[src/rtl/k_and_s_pkg.sv]
// Shared types and encodings for the K&S datapath: decoded instruction set,
// opcode values, ALU operation codes and the flags bundle.
package k_and_s_pkg;

  typedef enum logic [3:0] {
    I_NOP, I_BRANCH, I_BZERO, I_BNEG, I_BNNEG, I_BNZERO, I_LOAD,
    I_STORE, I_MOVE, I_ADD, I_SUB, I_AND, I_OR, I_HALT
  } decoded_instruction_type;

  localparam logic [7:0] OP_NOP    = 8'h00;
  localparam logic [7:0] OP_BRANCH = 8'h01;
  localparam logic [7:0] OP_BZERO  = 8'h02;
  localparam logic [7:0] OP_BNEG   = 8'h03;
  localparam logic [7:0] OP_BNNEG  = 8'h0A;
  localparam logic [7:0] OP_BNZERO = 8'h0B;
  localparam logic [7:0] OP_LOAD   = 8'h81;
  localparam logic [7:0] OP_STORE  = 8'h82;
  localparam logic [7:0] OP_MOVE   = 8'h91;
  localparam logic [7:0] OP_ADD    = 8'hA1;
  localparam logic [7:0] OP_SUB    = 8'hA2;
  localparam logic [7:0] OP_AND    = 8'hA3;
  localparam logic [7:0] OP_OR     = 8'hA4;
  localparam logic [7:0] OP_HALT   = 8'hFF;

  localparam logic [1:0] ALU_OR  = 2'b00;
  localparam logic [1:0] ALU_ADD = 2'b01;
  localparam logic [1:0] ALU_SUB = 2'b10;
  localparam logic [1:0] ALU_AND = 2'b11;

  typedef struct packed {
    logic zero;
    logic neg;
    logic unsigned_ovf;
    logic signed_ovf;
  } flags_t;

  // Unlisted opcodes fall back to NOP so the control unit never sees garbage.
  function automatic decoded_instruction_type decode_opcode(input logic [7:0] op);
    case (op)
      OP_NOP:    return I_NOP;
      OP_BRANCH: return I_BRANCH;
      OP_BZERO:  return I_BZERO;
      OP_BNEG:   return I_BNEG;
      OP_BNNEG:  return I_BNNEG;
      OP_BNZERO: return I_BNZERO;
      OP_LOAD:   return I_LOAD;
      OP_STORE:  return I_STORE;
      OP_MOVE:   return I_MOVE;
      OP_ADD:    return I_ADD;
      OP_SUB:    return I_SUB;
      OP_AND:    return I_AND;
      OP_OR:     return I_OR;
      OP_HALT:   return I_HALT;
      default:   return I_NOP;
    endcase
  endfunction

endpackage

[src/rtl/ks_data_path_p_if.sv]
// Control-unit / RAM side bundle of the K&S datapath.
interface ks_data_path_p_if
  import k_and_s_pkg::*;
#(
  parameter int unsigned DATA_W = 16,
  parameter int unsigned ADDR_W = 5
);
  logic                    branch;
  logic                    pc_enable;
  logic                    ir_enable;
  logic                    addr_sel;
  logic                    c_sel;
  logic [1:0]              operation;
  logic                    write_reg_enable;
  logic                    flags_reg_enable;
  logic [DATA_W-1:0]       data_in;
  decoded_instruction_type decoded_instruction;
  logic                    zero_op;
  logic                    neg_op;
  logic                    unsigned_overflow;
  logic                    signed_overflow;
  logic [ADDR_W-1:0]       ram_addr;
  logic [DATA_W-1:0]       data_out;

  modport master (
    output branch, pc_enable, ir_enable, addr_sel, c_sel, operation,
           write_reg_enable, flags_reg_enable, data_in,
    input  decoded_instruction, zero_op, neg_op, unsigned_overflow,
           signed_overflow, ram_addr, data_out
  );

  modport slave (
    input  branch, pc_enable, ir_enable, addr_sel, c_sel, operation,
           write_reg_enable, flags_reg_enable, data_in,
    output decoded_instruction, zero_op, neg_op, unsigned_overflow,
           signed_overflow, ram_addr, data_out
  );

endinterface

[src/rtl/ks_alu.sv]
// Combinational ALU: OR/ADD/SUB/AND with raw zero, negative and overflow flags.
module ks_alu
  import k_and_s_pkg::*;
#(
  parameter int unsigned DATA_W = 16
) (
  input  logic [1:0]        operation,
  input  logic [DATA_W-1:0] a,
  input  logic [DATA_W-1:0] b,
  output logic [DATA_W-1:0] result,
  output flags_t            flags
);

  logic [DATA_W:0] sum;
  logic [DATA_W:0] diff;

  // Extra MSB carries carry-out for ADD and borrow (a < b) for SUB.
  assign sum  = {1'b0, a} + {1'b0, b};
  assign diff = {1'b0, a} - {1'b0, b};

  always_comb begin
    result             = '0;
    flags.unsigned_ovf = 1'b0;
    flags.signed_ovf   = 1'b0;
    unique case (operation)
      ALU_OR:  result = a | b;
      ALU_ADD: begin
        result             = sum[DATA_W-1:0];
        flags.unsigned_ovf = sum[DATA_W];
        flags.signed_ovf   = (a[DATA_W-1] == b[DATA_W-1]) && (sum[DATA_W-1] != a[DATA_W-1]);
      end
      ALU_SUB: begin
        result             = diff[DATA_W-1:0];
        flags.unsigned_ovf = diff[DATA_W];
        flags.signed_ovf   = (a[DATA_W-1] != b[DATA_W-1]) && (diff[DATA_W-1] != a[DATA_W-1]);
      end
      ALU_AND: result = a & b;
      default: ;
    endcase
    flags.zero = (result == '0);
    flags.neg  = result[DATA_W-1];
  end

endmodule

[src/rtl/ks_data_path_p.sv]
// K&S processor datapath: PC, IR, opcode/field decode, register file, ALU and
// registered flags, sitting between the control unit and the program/data RAM.
module ks_data_path_p
  import k_and_s_pkg::*;
#(
  parameter int unsigned DATA_W = 16,
  parameter int unsigned ADDR_W = 5,
  parameter int unsigned NREGS  = 4
) (
  input logic             clk,
  input logic             rst_n,
  ks_data_path_p_if.slave bus
);

  localparam int unsigned RW = $clog2(NREGS);

  logic [DATA_W-1:0]       ir_q;
  logic [ADDR_W-1:0]       pc_q;
  logic [DATA_W-1:0]       regs_q [NREGS];
  flags_t                  flags_q;
  flags_t                  alu_flags;
  decoded_instruction_type instr;
  logic [ADDR_W-1:0]       ir_addr;
  logic [RW-1:0]           sel_a, sel_b, sel_c;
  logic [DATA_W-1:0]       bus_a, bus_b, alu_out, wb_data;
  logic                    unused_ir;

  assign instr   = decode_opcode(ir_q[DATA_W-1 -: 8]);
  assign ir_addr = ir_q[ADDR_W-1:0];
  assign unused_ir = ^ir_q;

  // ALU field layout is the default; memory and move ops relocate their selectors.
  always_comb begin
    sel_a = ir_q[RW-1:0];
    sel_b = ir_q[2*RW-1:RW];
    sel_c = ir_q[3*RW-1:2*RW];
    case (instr)
      I_LOAD:  sel_c = ir_q[ADDR_W+RW-1:ADDR_W];
      I_STORE: sel_a = ir_q[ADDR_W+RW-1:ADDR_W];
      I_MOVE: begin
        sel_b = ir_q[RW-1:0];
        sel_c = ir_q[2*RW-1:RW];
      end
      default: ;
    endcase
  end

  assign bus_a   = regs_q[sel_a];
  assign bus_b   = regs_q[sel_b];
  assign wb_data = bus.c_sel ? bus.data_in : alu_out;

  ks_alu #(
    .DATA_W (DATA_W)
  ) u_alu (
    .operation (bus.operation),
    .a         (bus_a),
    .b         (bus_b),
    .result    (alu_out),
    .flags     (alu_flags)
  );

  always_ff @(posedge clk) begin
    if (!rst_n) begin
      ir_q    <= '0;
      pc_q    <= '0;
      flags_q <= '0;
      for (int i = 0; i < NREGS; i++) regs_q[i] <= '0;
    end else begin
      if (bus.ir_enable) ir_q <= bus.data_in;
      // Branch target comes from the IR held before this edge.
      if (bus.pc_enable) pc_q <= bus.branch ? ir_addr : pc_q + ADDR_W'(1);
      if (bus.write_reg_enable) regs_q[sel_c] <= wb_data;
      if (bus.flags_reg_enable) flags_q <= alu_flags;
    end
  end

  assign bus.decoded_instruction = instr;
  assign bus.ram_addr            = bus.addr_sel ? ir_addr : pc_q;
  assign bus.data_out            = bus_a;
  assign bus.zero_op             = flags_q.zero;
  assign bus.neg_op              = flags_q.neg;
  assign bus.unsigned_overflow   = flags_q.unsigned_ovf;
  assign bus.signed_overflow     = flags_q.signed_ovf;

endmodule

[src/flat_wrapper.sv]
// flat-port wrapper written by rule: the top's interface ports become plain ports
module ks_data_path_p_flat import k_and_s_pkg::*;
#(
  parameter int unsigned DATA_W = 16,
  parameter int unsigned ADDR_W = 5,
  parameter int unsigned NREGS  = 4
)
  (clk, rst_n, bus_branch, bus_pc_enable, bus_ir_enable, bus_addr_sel, bus_c_sel, bus_operation, bus_write_reg_enable, bus_flags_reg_enable, bus_data_in, bus_decoded_instruction, bus_zero_op, bus_neg_op, bus_unsigned_overflow, bus_signed_overflow, bus_ram_addr, bus_data_out);
  ks_data_path_p_if #(.DATA_W(DATA_W), .ADDR_W(ADDR_W)) bus_i ();
  input logic clk;
  input logic rst_n;
  input wire logic [$bits(bus_i.branch)-1:0] bus_branch;
  input wire logic [$bits(bus_i.pc_enable)-1:0] bus_pc_enable;
  input wire logic [$bits(bus_i.ir_enable)-1:0] bus_ir_enable;
  input wire logic [$bits(bus_i.addr_sel)-1:0] bus_addr_sel;
  input wire logic [$bits(bus_i.c_sel)-1:0] bus_c_sel;
  input wire logic [$bits(bus_i.operation)-1:0] bus_operation;
  input wire logic [$bits(bus_i.write_reg_enable)-1:0] bus_write_reg_enable;
  input wire logic [$bits(bus_i.flags_reg_enable)-1:0] bus_flags_reg_enable;
  input wire logic [$bits(bus_i.data_in)-1:0] bus_data_in;
  output wire logic [$bits(bus_i.decoded_instruction)-1:0] bus_decoded_instruction;
  output wire logic [$bits(bus_i.zero_op)-1:0] bus_zero_op;
  output wire logic [$bits(bus_i.neg_op)-1:0] bus_neg_op;
  output wire logic [$bits(bus_i.unsigned_overflow)-1:0] bus_unsigned_overflow;
  output wire logic [$bits(bus_i.signed_overflow)-1:0] bus_signed_overflow;
  output wire logic [$bits(bus_i.ram_addr)-1:0] bus_ram_addr;
  output wire logic [$bits(bus_i.data_out)-1:0] bus_data_out;
  assign bus_i.branch = bus_branch;
  assign bus_i.pc_enable = bus_pc_enable;
  assign bus_i.ir_enable = bus_ir_enable;
  assign bus_i.addr_sel = bus_addr_sel;
  assign bus_i.c_sel = bus_c_sel;
  assign bus_i.operation = bus_operation;
  assign bus_i.write_reg_enable = bus_write_reg_enable;
  assign bus_i.flags_reg_enable = bus_flags_reg_enable;
  assign bus_i.data_in = bus_data_in;
  assign bus_decoded_instruction = bus_i.decoded_instruction;
  assign bus_zero_op = bus_i.zero_op;
  assign bus_neg_op = bus_i.neg_op;
  assign bus_unsigned_overflow = bus_i.unsigned_overflow;
  assign bus_signed_overflow = bus_i.signed_overflow;
  assign bus_ram_addr = bus_i.ram_addr;
  assign bus_data_out = bus_i.data_out;
  ks_data_path_p #(.DATA_W(DATA_W), .ADDR_W(ADDR_W), .NREGS(NREGS)) u_core (.clk(clk), .rst_n(rst_n), .bus(bus_i));
endmodule
[config.mk]
export PLATFORM = sky130hd
export DESIGN_NAME = ks_data_path_p_flat
export DESIGN_NICKNAME = d
export VERILOG_FILES = /design/src/rtl/k_and_s_pkg.sv /design/src/rtl/ks_data_path_p_if.sv /design/src/rtl/ks_alu.sv /design/src/rtl/ks_data_path_p.sv /design/src/flat_wrapper.sv
export SDC_FILE = /design/constraint.sdc
export NUM_CORES = 1
export LEC_CHECK = 0
export ABC_AREA = 1
export ABC_CLOCK_PERIOD_IN_PS = 3800
export CAP_MARGIN = 0
export CORE_AREA = 2 2 157 159
export CTS_CLUSTER_DIAMETER = 30
export DETAILED_ROUTE_END_ITERATION = 10
export DIE_AREA = 0 0 159 161
export PLACE_DENSITY = 0.63
export SYNTH_ARGS = -nofsm -noshare
export SYNTH_HDL_FRONTEND = slang
export SYNTH_HIERARCHICAL = 1
export SYNTH_SLANG_ARGS = --single-unit
[constraint.sdc]
create_clock -name clk -period 3.8 [get_ports clk]
set_input_delay 0.38 -clock clk [delete_from_list [all_inputs] [get_ports clk]]
set_output_delay 0.38 -clock clk [all_outputs]
set_load 0.05 [all_outputs]
==> PnR_summary.wiki <==
{| class="wikitable"
! Metric !! Value
|-
| Final nets || 1,538
|-
| Placer congestion estimate || 0.933
|-
| VDD IR-drop max || 0.188 mV
|-
| Pin count of the biggest net entering global routing || 33
|-
| Hold Path Depth || 2
|-
| EDFF count, synth || 64
|-
| Hold path startpoint || u_core/pc_q[3]$_SDFFE_PN0P_
|-
| Worst min path class || register to register
|-
| Non-filler cells, final || 1,785
|-
| Number of clock buffers inserted by TritonCTS || 9
|-
| Slew at the pin with the worst max-slew slack || 880 ps
|-
| Number of antenna violations at the first check in global routing || 0
|-
| Combined global-route utilization of all metal layers || 21.0%
|-
| Combinational family with the most area after synthesis || simple AND/OR/NAND/NOR gates
|-
| Antenna cell count || 0
|-
| # setup viols final || 0
|-
| Post-synth top area share || 23.2%
|-
| Switching power of the nets || 1.81 mW
|-
| Min Tclk post-route || 3700 ps
|-
| Leak pwr || 5.42 nW
|-
| Number of distinct library cells after synthesis || 37
|-
| Remaining antenna violation count || 0
|-
| Count of buffers inserted at the top-level ports || 55
|-
| DR iter-0 viols || 905
|-
| Via count of the first global-routing pass || 8,103
|-
| Startpoint of the worst register-to-register path || u_core/ir_q[13]$_SDFFE_PN0P_
|-
| Max Fanout on Critical Path || 8
|-
| Synth Area in Adders || 8.50%
|-
| Proportion of power drawn by the clock network || 19.6%
|-
| I/O pin count || 56
|-
| # hold bufs at CTS || 0
|-
| Clk sink count || 88
|-
| Half-perimeter wire length after detailed placement || 21,300 um
|-
| Global-route wire length before repair || 43,100 um
|-
| Number of detailed-route iterations in the first pass || 5
|-
| Site row count || 57
|-
| Status || finished clean
|-
| End of the worst register-to-register path || u_core/regs_q[2][14]$_SDFFCE_PN0P_
|-
| Horizontal die dimension || 159 um
|-
| Proportion of power drawn by flip-flops and latches || 26.4%
|-
| Type of element capturing the critical path || register
|-
| Slew headroom || 41.3%
|-
| Family with the most delay on the worst path || simple AND/OR/NAND/NOR gates
|-
| Post-route fraction of the period consumed by the critical path || 97.3%
|-
| Register clock-pin slew on the reported worst setup and hold paths || 70 ps
|-
| Buffers & Inverters on Critical Path || 6
|-
| Clock Tree Root || sky130_fd_sc_hd__clkbuf_16
|-
| Startpoint type of the worst setup path || register
|-
| Avg Inst Size Synth || 6.41 sq um
|-
| Portion of netlist area occupied by mux cells || 0%
|-
| Routed wire length per instance || 16.6 um
|-
| Maximum level of the CTS H-tree || 3
|-
| Fraction of the mapped netlist area in compound gates || 8.29%
|-
| Xor and xnor area share after synthesis || 0.106%
|-
| Maximum clock path buffer count || 2
|-
| Floorplan die height || 161 um
|-
| Grt ovf || 0
|-
| Crit path DAT || 3890 ps
|-
| Overall die area || 25,600 sq um
|-
| Endpoint with the worst hold slack || u_core/pc_q[3]$_SDFFE_PN0P_
|-
| Proportion of power drawn by combinational gates || 54.0%
|-
| Sequential area share after synthesis || 29.1%
|-
| PwrDens || 377 nW/um^2
|-
| Cell type with the largest total area after synthesis || sky130_fd_sc_hd__edfxtp_1
|-
| Int Pwr || 2.45 mW
|-
| Initial core utilization || 34.5%
|-
| Critical path required time || 3990 ps
|-
| Clock tree from TritonCTS || done
|-
| Reg2reg setup slack || 100 ps
|-
| Synthesized cell area || 8270 sq um
|-
| Total count of max-transition violations in the final report || 0
|-
| Area share of and/or/nand/nor cells after synthesis || 39.1%
|-
| Number of cells traversed by the worst register-to-register path || 26
|-
| Commonest non-fill, non-tap cell in the layout || sky130_fd_sc_hd__nand2_1
|-
| Max frequency || 270 MHz
|-
| Post-DR vias/cell || 5.02
|-
| Count of state elements after synthesis || 88
|-
| Hold violation total from the final report || 0
|-
| Total design power || 4.26 mW
|-
| Number of maximum-capacitance violations || 0
|-
| Synthesis-to-finish area growth || 36.9%
|-
| Core Footprint || 24,000 sq um
|-
| Critical setup path kind || register to register
|-
| Post-synth net total || 1,372
|-
| Share of layout cells above drive strength 1 || 27.1%
|-
| Detailed-route DRC error count || 0
|-
| Vias after detailed routing || 8,965
|-
| Number of warnings reported in the yosys synthesis log || 6
|-
| Worst path max stage delay || 330 ps
|-
| Primary FF master, synth || sky130_fd_sc_hd__edfxtp_1
|-
| Wire length after detailed routing || 29,700 um
|-
| Net switching fraction of the power || 42.4%
|-
| Cell types with the largest area share after synthesis || sky130_fd_sc_hd__edfxtp_1, sky130_fd_sc_hd__nand2_1, sky130_fd_sc_hd__inv_1
|-
| Leading cell types in the layout, fill and taps excluded || sky130_fd_sc_hd__nand2_1, sky130_fd_sc_hd__inv_1, sky130_fd_sc_hd__buf_4
|-
| Share of flip-flops with an asynchronous set or reset after synthesis || 0%
|-
| Total placed cells including tap cells || 1,738
|-
| Clock network latency to the later pin of the worst-skew pair || 350 ps
|-
| Clock skew after layout || 10.4 ps
|-
| Cell with the largest stage delay on the worst path || sky130_fd_sc_hd__ha_4
|-
| Synthesized netlist cell count || 1,290
|}
power by group through the flow:
stage | Combinational, mW | Clock, mW | Sequential (mW)
2_1_floorplan | 1.22 | 0 | 1.15
3_3_place_gp | 1.88 | 0 | 1.14
3_5_place_dp | 1.89 | 0 | 1.14
4_1_cts | 1.92 | 0.850 | 1.12
5_1_grt | 2.50 | 0.892 | 1.13
6_report | 2.30 | 0.836 | 1.12
logic make-up after synthesis:
kind of cell	after synthesis
DFF	88
adders and majority gates	55
AOI/OAI and AO/OA	121
and+or+nand+nor	726
buffers and inverters	299
xor gates and xnor gates	1
worst max path at each step:
stage               slack (ps)                            endpoint  depth (start not counted)                         start
finish                     100  u_core/regs_q[2][14]$_SDFFCE_PN0P_                         26  u_core/ir_q[13]$_SDFFE_PN0P_
CTS                          9  u_core/regs_q[2][15]$_SDFFCE_PN0P_                         28  u_core/ir_q[14]$_SDFFE_PN0P_
global placement          -250  u_core/regs_q[0][15]$_SDFFCE_PN0P_                         26  u_core/ir_q[14]$_SDFFE_PN0P_
detailed placement        -290  u_core/regs_q[0][15]$_SDFFCE_PN0P_                         25  u_core/ir_q[15]$_SDFFE_PN0P_
global route              -130   u_core/regs_q[2][6]$_SDFFCE_PN0P_                         25  u_core/ir_q[13]$_SDFFE_PN0P_
floorplan                   60  u_core/regs_q[1][15]$_SDFFCE_PN0P_                         29  u_core/ir_q[10]$_SDFFE_PN0P_
final cells by class:
type	instances	area, sq um
inverters	246	926
well taps	324	405
clock buffers	10	229
clock inverters	6	40.0
multi-input cells	903	5350
fillers	2383	12600
flip-flops and latches	88	2400
repair buffers	208	1960
tightest hold or removal path, cell delays in order, from the launching register on:
cell                      delay [ps]
sky130_fd_sc_hd__dfxtp_1         320
sky130_fd_sc_hd__nand2_1          60
sky130_fd_sc_hd__a21oi_1          60
sequential cells by signal, indices dropped and copies added, names as in the netlist:
signal and count:
u_core/bus.neg_op 1, u_core/bus.zero_op 1, u_core/pc_q 5, u_core/ir_q 15
u_core/bus.signed_overflow 1, u_core/bus.unsigned_overflow 1, u_core/regs_q 64
through the flow:
stage	hold slack [ps]	worst slack, ps	utilization [%]	cell area (sq um)	TNS [ps]
finish	497	102	47.2	11300	0
CTS	495	9.20	42.7	10200	0
detailed placement	484	-285	41.3	9900	-1180
global placement	476	-254	41.3	9900	-778
floorplan	452	56.4	-	8270	0
global route	535	-126	47.2	11300	-1280
cells in the mapped netlist (3+ instances only):
| library cell | n |
|---|---|
| sky130_fd_sc_hd__inv_1 | 229 |
| sky130_fd_sc_hd__buf_4 | 10 |
| sky130_fd_sc_hd__nor3_1 | 55 |
| sky130_fd_sc_hd__nand3_2 | 6 |
| sky130_fd_sc_hd__buf_2 | 24 |
| sky130_fd_sc_hd__o21bai_1 | 3 |
| sky130_fd_sc_hd__nand2_1 | 380 |
| sky130_fd_sc_hd__ha_1 | 53 |
| sky130_fd_sc_hd__nor2_4 | 4 |
| sky130_fd_sc_hd__dfxtp_1 | 24 |
| sky130_fd_sc_hd__o211ai_1 | 6 |
| sky130_fd_sc_hd__nor3_2 | 11 |
| sky130_fd_sc_hd__clkbuf_1 | 10 |
| sky130_fd_sc_hd__inv_2 | 16 |
| sky130_fd_sc_hd__edfxtp_1 | 64 |
| sky130_fd_sc_hd__nand4_1 | 10 |
| sky130_fd_sc_hd__o21ai_0 | 41 |
| sky130_fd_sc_hd__a21oi_1 | 55 |
| sky130_fd_sc_hd__buf_1 | 3 |
| sky130_fd_sc_hd__nand2_2 | 20 |
| sky130_fd_sc_hd__nor2_1 | 79 |
| sky130_fd_sc_hd__nor2_2 | 8 |
| sky130_fd_sc_hd__a21oi_2 | 8 |
| sky130_fd_sc_hd__buf_6 | 6 |
| sky130_fd_sc_hd__nand3_1 | 147 |
layer usage:
metal	GRT usage (%)	part of all wire, %
met5	0	0
met3	2.93	6.0
met4	7.36	3.8
met2	34.2	47
met1	28.7	43
repair_timing:
action,4_1_cts,5_1_grt
pin swaps,1,53
gates cloned,0,10
resized for setup,18,180
setup buffers,0,21
endpoints found under the setup margin,15,48
(Power assumes the default switching activity.)
